**config.mk**
```make
export PLATFORM = sky130hd
export DESIGN_NAME = serial_subtractor
export DESIGN_NICKNAME = d
export VERILOG_FILES = /design/src/rtl/serial_subtractor.sv
export SDC_FILE = /design/constraint.sdc
export NUM_CORES = 1
export LEC_CHECK = 0
export CORE_MARGIN = 2
export CORE_UTILIZATION = 40
export CTS_BUF_LIST = sky130_fd_sc_hd__clkbuf_2
export DETAILED_ROUTE_END_ITERATION = 7
export GPL_TIMING_DRIVEN = 0
export PLACE_DENSITY_LB_ADDON = 0.3
export SLEW_MARGIN = 10
export SYNTH_ARGS = -nofsm -noshare
export SYNTH_HDL_FRONTEND = slang
export SYNTH_SLANG_ARGS = --single-unit
export TNS_END_PERCENT = 10
```
**constraint.sdc**
```tcl
create_clock -name clk -period 2.8 [get_ports clk]
set_clock_uncertainty 0.05 [all_clocks]
set_input_delay 0.28 -clock clk [delete_from_list [all_inputs] [get_ports clk]]
set_output_delay 0.28 -clock clk [all_outputs]
set_load 0.005 [all_outputs]
```
**src/rtl/serial_subtractor.sv**
```systemverilog
// Bit-serial two's-complement subtractor: diff = a - b - bin, LSB first,
// one full-subtractor cell plus a borrow flop, results published on completion.
//
// state | meaning
// IDLE  | waiting for start, results held
// SHIFT | one operand bit processed per cycle, busy=1
// DONE  | one-cycle done pulse, start accepted back-to-back
module serial_subtractor #(
    parameter int WIDTH = 8
) (
    input  logic             clk,
    input  logic             rst_n,
    input  logic             start,
    input  logic [WIDTH-1:0] a,
    input  logic [WIDTH-1:0] b,
    input  logic             bin,
    output logic             busy,
    output logic             done,
    output logic [WIDTH-1:0] diff,
    output logic             bout,
    output logic             ovf
);

    localparam int CW = $clog2(WIDTH);
    localparam logic [CW-1:0] LAST = CW'(WIDTH - 1);

    localparam logic [1:0] IDLE  = 2'd0;
    localparam logic [1:0] SHIFT = 2'd1;
    localparam logic [1:0] DONE  = 2'd2;

    logic [1:0]       state;
    logic [1:0]       state_nxt;
    logic [WIDTH-1:0] ra;
    logic [WIDTH-1:0] rb;
    logic [WIDTH-1:0] rd;
    logic [WIDTH-1:0] rd_nxt;
    logic [CW-1:0]    cnt;
    logic             borrow;
    logic             borrow_nxt;
    logic             d_bit;
    logic             a_sign;
    logic             b_sign;
    logic             load;
    logic             last_bit;

    always_comb begin
        d_bit      = ra[0] ^ rb[0] ^ borrow;
        borrow_nxt = (~ra[0] & rb[0]) | (~(ra[0] ^ rb[0]) & borrow);
        rd_nxt     = {d_bit, rd[WIDTH-1:1]};
        last_bit   = (cnt == LAST);
    end

    // start is only honoured when no operation is in flight
    always_comb begin
        load      = 1'b0;
        state_nxt = state;
        case (state)
            IDLE: begin
                if (start) begin
                    load      = 1'b1;
                    state_nxt = SHIFT;
                end
            end
            SHIFT: begin
                if (last_bit) begin
                    state_nxt = DONE;
                end
            end
            DONE: begin
                if (start) begin
                    load      = 1'b1;
                    state_nxt = SHIFT;
                end else begin
                    state_nxt = IDLE;
                end
            end
            default: begin
                state_nxt = IDLE;
            end
        endcase
    end

    always_ff @(posedge clk or negedge rst_n) begin
        if (!rst_n) begin
            state <= IDLE;
            busy  <= 1'b0;
            done  <= 1'b0;
        end else begin
            state <= state_nxt;
            busy  <= (state_nxt == SHIFT);
            done  <= (state_nxt == DONE);
        end
    end

    always_ff @(posedge clk or negedge rst_n) begin
        if (!rst_n) begin
            ra     <= '0;
            rb     <= '0;
            rd     <= '0;
            cnt    <= '0;
            borrow <= 1'b0;
            a_sign <= 1'b0;
            b_sign <= 1'b0;
        end else if (load) begin
            ra     <= a;
            rb     <= b;
            rd     <= '0;
            cnt    <= '0;
            borrow <= bin;
            a_sign <= a[WIDTH-1];
            b_sign <= b[WIDTH-1];
        end else if (state == SHIFT) begin
            ra     <= {1'b0, ra[WIDTH-1:1]};
            rb     <= {1'b0, rb[WIDTH-1:1]};
            rd     <= rd_nxt;
            cnt    <= cnt + CW'(1);
            borrow <= borrow_nxt;
        end
    end

    // results change only on the edge that enters DONE, so diff never shows partial bits
    always_ff @(posedge clk or negedge rst_n) begin
        if (!rst_n) begin
            diff <= '0;
            bout <= 1'b0;
            ovf  <= 1'b0;
        end else if (state == SHIFT && last_bit) begin
            diff <= rd_nxt;
            bout <= borrow_nxt;
            ovf  <= (a_sign != b_sign) && (d_bit != a_sign);
        end
    end

endmodule

```
==> flow_metrics.env <==
export IMPL_vias=1160
export IMPL_final_nets=194
export IMPL_internal_power_uw=1540
export IMPL_synthTopCellsByArea="dfrtp_1 (62%), a22o_1 (8.5%), mux2_2 (7.1%), mux2i_1 (4.0%), o21ai_0 (2.6%)"
export IMPL_wl_per_cell_um=14.7
export IMPL_nFillCells=384
export IMPL_die_h_um=70.1
export IMPL_place_ws_ns=0.933
export IMPL_dp_cells=215
export IMPL_synth_top_area_frac=0.616
export IMPL_synth_top_area_cell="dfrtp_1"
export IMPL_cts_resized=0
export IMPL_grt_usage=0.150
export IMPL_slew_violations=0
export IMPL_area_growth_pct=25.2
export IMPL_setup_slack_ns=0.938
export IMPL_drive_gt1_frac=0.174
export IMPL_postSynth_asyncResetShare=1.00
export IMPL_period_share=0.665
export IMPL_critical_path_class="reg -> reg"
export IMPL_finalWeightedCongestion=0.741
export IMPL_syn_avg_cell_area_um2=13.3
export IMPL_syn_nets=154
export IMPL_gr_max_usage_layer="met2"
export IMPL_groute_layer_met2_usage=0.233
export IMPL_grtUsageMet1=0.196
export IMPL_start_kind="flop"
export IMPL_finalSetupViolations=0
export IMPL_diodes=0
export IMPL_p_switching_uw=782
export IMPL_ios=32
export IMPL_overflow=0
export IMPL_drt_wl_total_mm=3.30
export IMPL_port_buffers=31
export IMPL_path_max_fanout=10
export IMPL_hold_viol=0
export IMPL_synth_top_flop_cell="dfrtp_1"
export IMPL_p_per_area_mw_per_mm2=1060
export IMPL_final_cells=224
export IMPL_synth_most_common_cell="dfrtp_1"
export IMPL_clk_latency_ns=0.41
export IMPL_clock_power_share=0.114
export IMPL_synthTopCellsByCount="dfrtp_1 (43), a22o_1 (17), mux2_2 (11)"
export IMPL_final_cell_area_mm2=0.00219
export IMPL_grt_max_degree=32
export IMPL_clock_sink_count=43
export IMPL_ff2ff_path_depth=5
export IMPL_rows=24
export IMPL_seq_power_share=0.456
export IMPL_die_x_um=70.1
export IMPL_drtIter0Drc=50
export IMPL_hold_class="in -> async"
export IMPL_postRouteAntennaNets=0
export IMPL_drc=0
export IMPL_cts_buffers_inserted=5
export IMPL_worst_endpoint_arrival_ns=2.13
export IMPL_power_frac_comb=0.431
export IMPL_required_ns=3.07
export IMPL_start_util=0.407
export IMPL_die_area_mm2=0.00491
export IMPL_dp_hpwl_mm=2.30
export IMPL_max_slew_margin_rel=0.717
export IMPL_fmax_ghz=0.537
export IMPL_p_leak_uw=0.00104
export IMPL_grt_pass1_vias=1236
export IMPL_syn_inst=131
export IMPL_mappedNetlistArea_mm2=0.00175
export IMPL_drt_pass1_iter_count=4
export IMPL_synth_seq_area_share=0.616
export IMPL_coreArea_mm2=0.00429
export IMPL_grt_antenna_before_repair=0
export IMPL_cts_buffer_depth=2
export IMPL_met3_usage=0.0346
export IMPL_placed_cell_area_mm2=0.00214
export IMPL_viasPerCell=5.18
export IMPL_cp_end_kind="flop"
export IMPL_tightest_slew_ns=0.424
export IMPL_yosysWarnings=0
export IMPL_status="completed"
export IMPL_root_buffer="clkbuf_2"
export IMPL_ys_seq_elements=43
export IMPL_h_tree_depth=2
export IMPL_setup_tns_ns=0
export IMPL_cap_violations=0
export IMPL_peakVddDrop_mv=0.371
export IMPL_grt_pass1_wl_mm=5.68
export IMPL_fin_crit_ns=1.86
export IMPL_synth_edff_count=0
export IMPL_synth_cell_type_count=24
export IMPL_p_sw_frac=0.337
export IMPL_cts_tree="done"
export IMPL_rsz0062_at_grt="no"
export IMPL_clkTransAtPathRegs_ns=0.21
-- final timing paths --
kind,from,end,slack (ns)
max,cnt[0],diff[7],0.94
min,rst_n,done,0.20
max reg2reg,cnt[0],diff[7],0.94
min reg2reg,ra[2],ra[2],0.46
max in group asynchronous,rst_n,rd[2],2.03
min in group clk,b[5],rb[5],0.35
-- through the flow --
step / utilization / hold WS [ns] / total power [uW]
floorplan: - / -0.0656 / 1710
global placement: 0.494 / 0.409 / 2030
detailed placement: 0.498 / 0.140 / 2080
CTS: 0.510 / 0.211 / 2340
global route: 0.510 / 0.209 / 2500
finish: 0.510 / 0.201 / 2320
-- power groups by stage --
stage | clock network, uW | registers [uW] | logic (uW)
6_report | 264 | 1060 | 1000
5_1_grt | 294 | 1100 | 1110
3_5_place_dp | 0 | 1080 | 1010
2_1_floorplan | 0 | 1040 | 664
3_3_place_gp | 0 | 1060 | 968
4_1_cts | 269 | 1060 | 1010
-- cells in the final DEF (no fill, tap or decap) --
cell type	n
nand2b_1	1
clkinv_2	1
clkdlybuf4s50_1	30
dlygate4sd3_1	1
nor2_4	1
inv_1	4
dfrtp_1	43
o21bai_1	2
a21oi_1	1
ha_1	2
buf_4	2
a221o_1	2
buf_12	1
o21ai_0	9
mux2i_1	7
nor3_1	1
clkbuf_1	1
clkbuf_2	7
nand3b_1	1
nor2b_1	1
fa_1	1
nor2_1	2
buf_2	6
a22o_1	17
nor2b_2	1
a21o_1	6
and3b_1	1
nand2_1	9
mux2_2	11
-- flip-flops by register name (all words and copies together) (netlist names) --
register  cells
ovf           1
b_sign        1
bout          1
busy          1
ra            8
diff          8
a_sign        1
done          1
rb            8
cnt           3
rd            7
state         2
borrow        1
-- per-layer routing --
metal	up-vias	wire length, um
li1	546	-
met1	580	1540
met2	29	1540
met3	5	158
met4	0	55
met5	-	0
-- layout make-up --
class	instances	area (um^2)	share of cell area
Timing Repair Buffer	33	335	0.153
Multi-Input combinational cell	76	613	0.280
Inverter	4	15.0	0.00686
Sequential cell	43	1080	0.492
Buffer	8	43.8	0.0200
Tap cell	52	65.1	0.0297
Clock buffer	7	35.0	0.0160
Clock inverter	1	5.00	0.00229
-- what timing repair did --
action / in CTS / in global routing
hold endpoints to repair: 43 / 0
hold buffers: 1 / 0
setup buffers: 0 / 0
-- kinds of logic after synthesis --
family	count (synthesis)	share of synthesized area
adder cells (fa/ha/maj)	3	0.0258
AND/OR/NAND/NOR	18	0.0544
AO/OA/AOI/OAI	37	0.160
flip-flops	43	0.616
multiplexers	18	0.111
buffers and inverters	12	0.0336
-- critical path: stages (launching register included) --
cell and delay [ns]:
dfrtp_1 0.43, ha_1 0.20, ha_1 0.22, nand3b_1 0.24, buf_2 0.29, mux2_2 0.36
No activity file was read; power rests on OpenSTA's default activity.
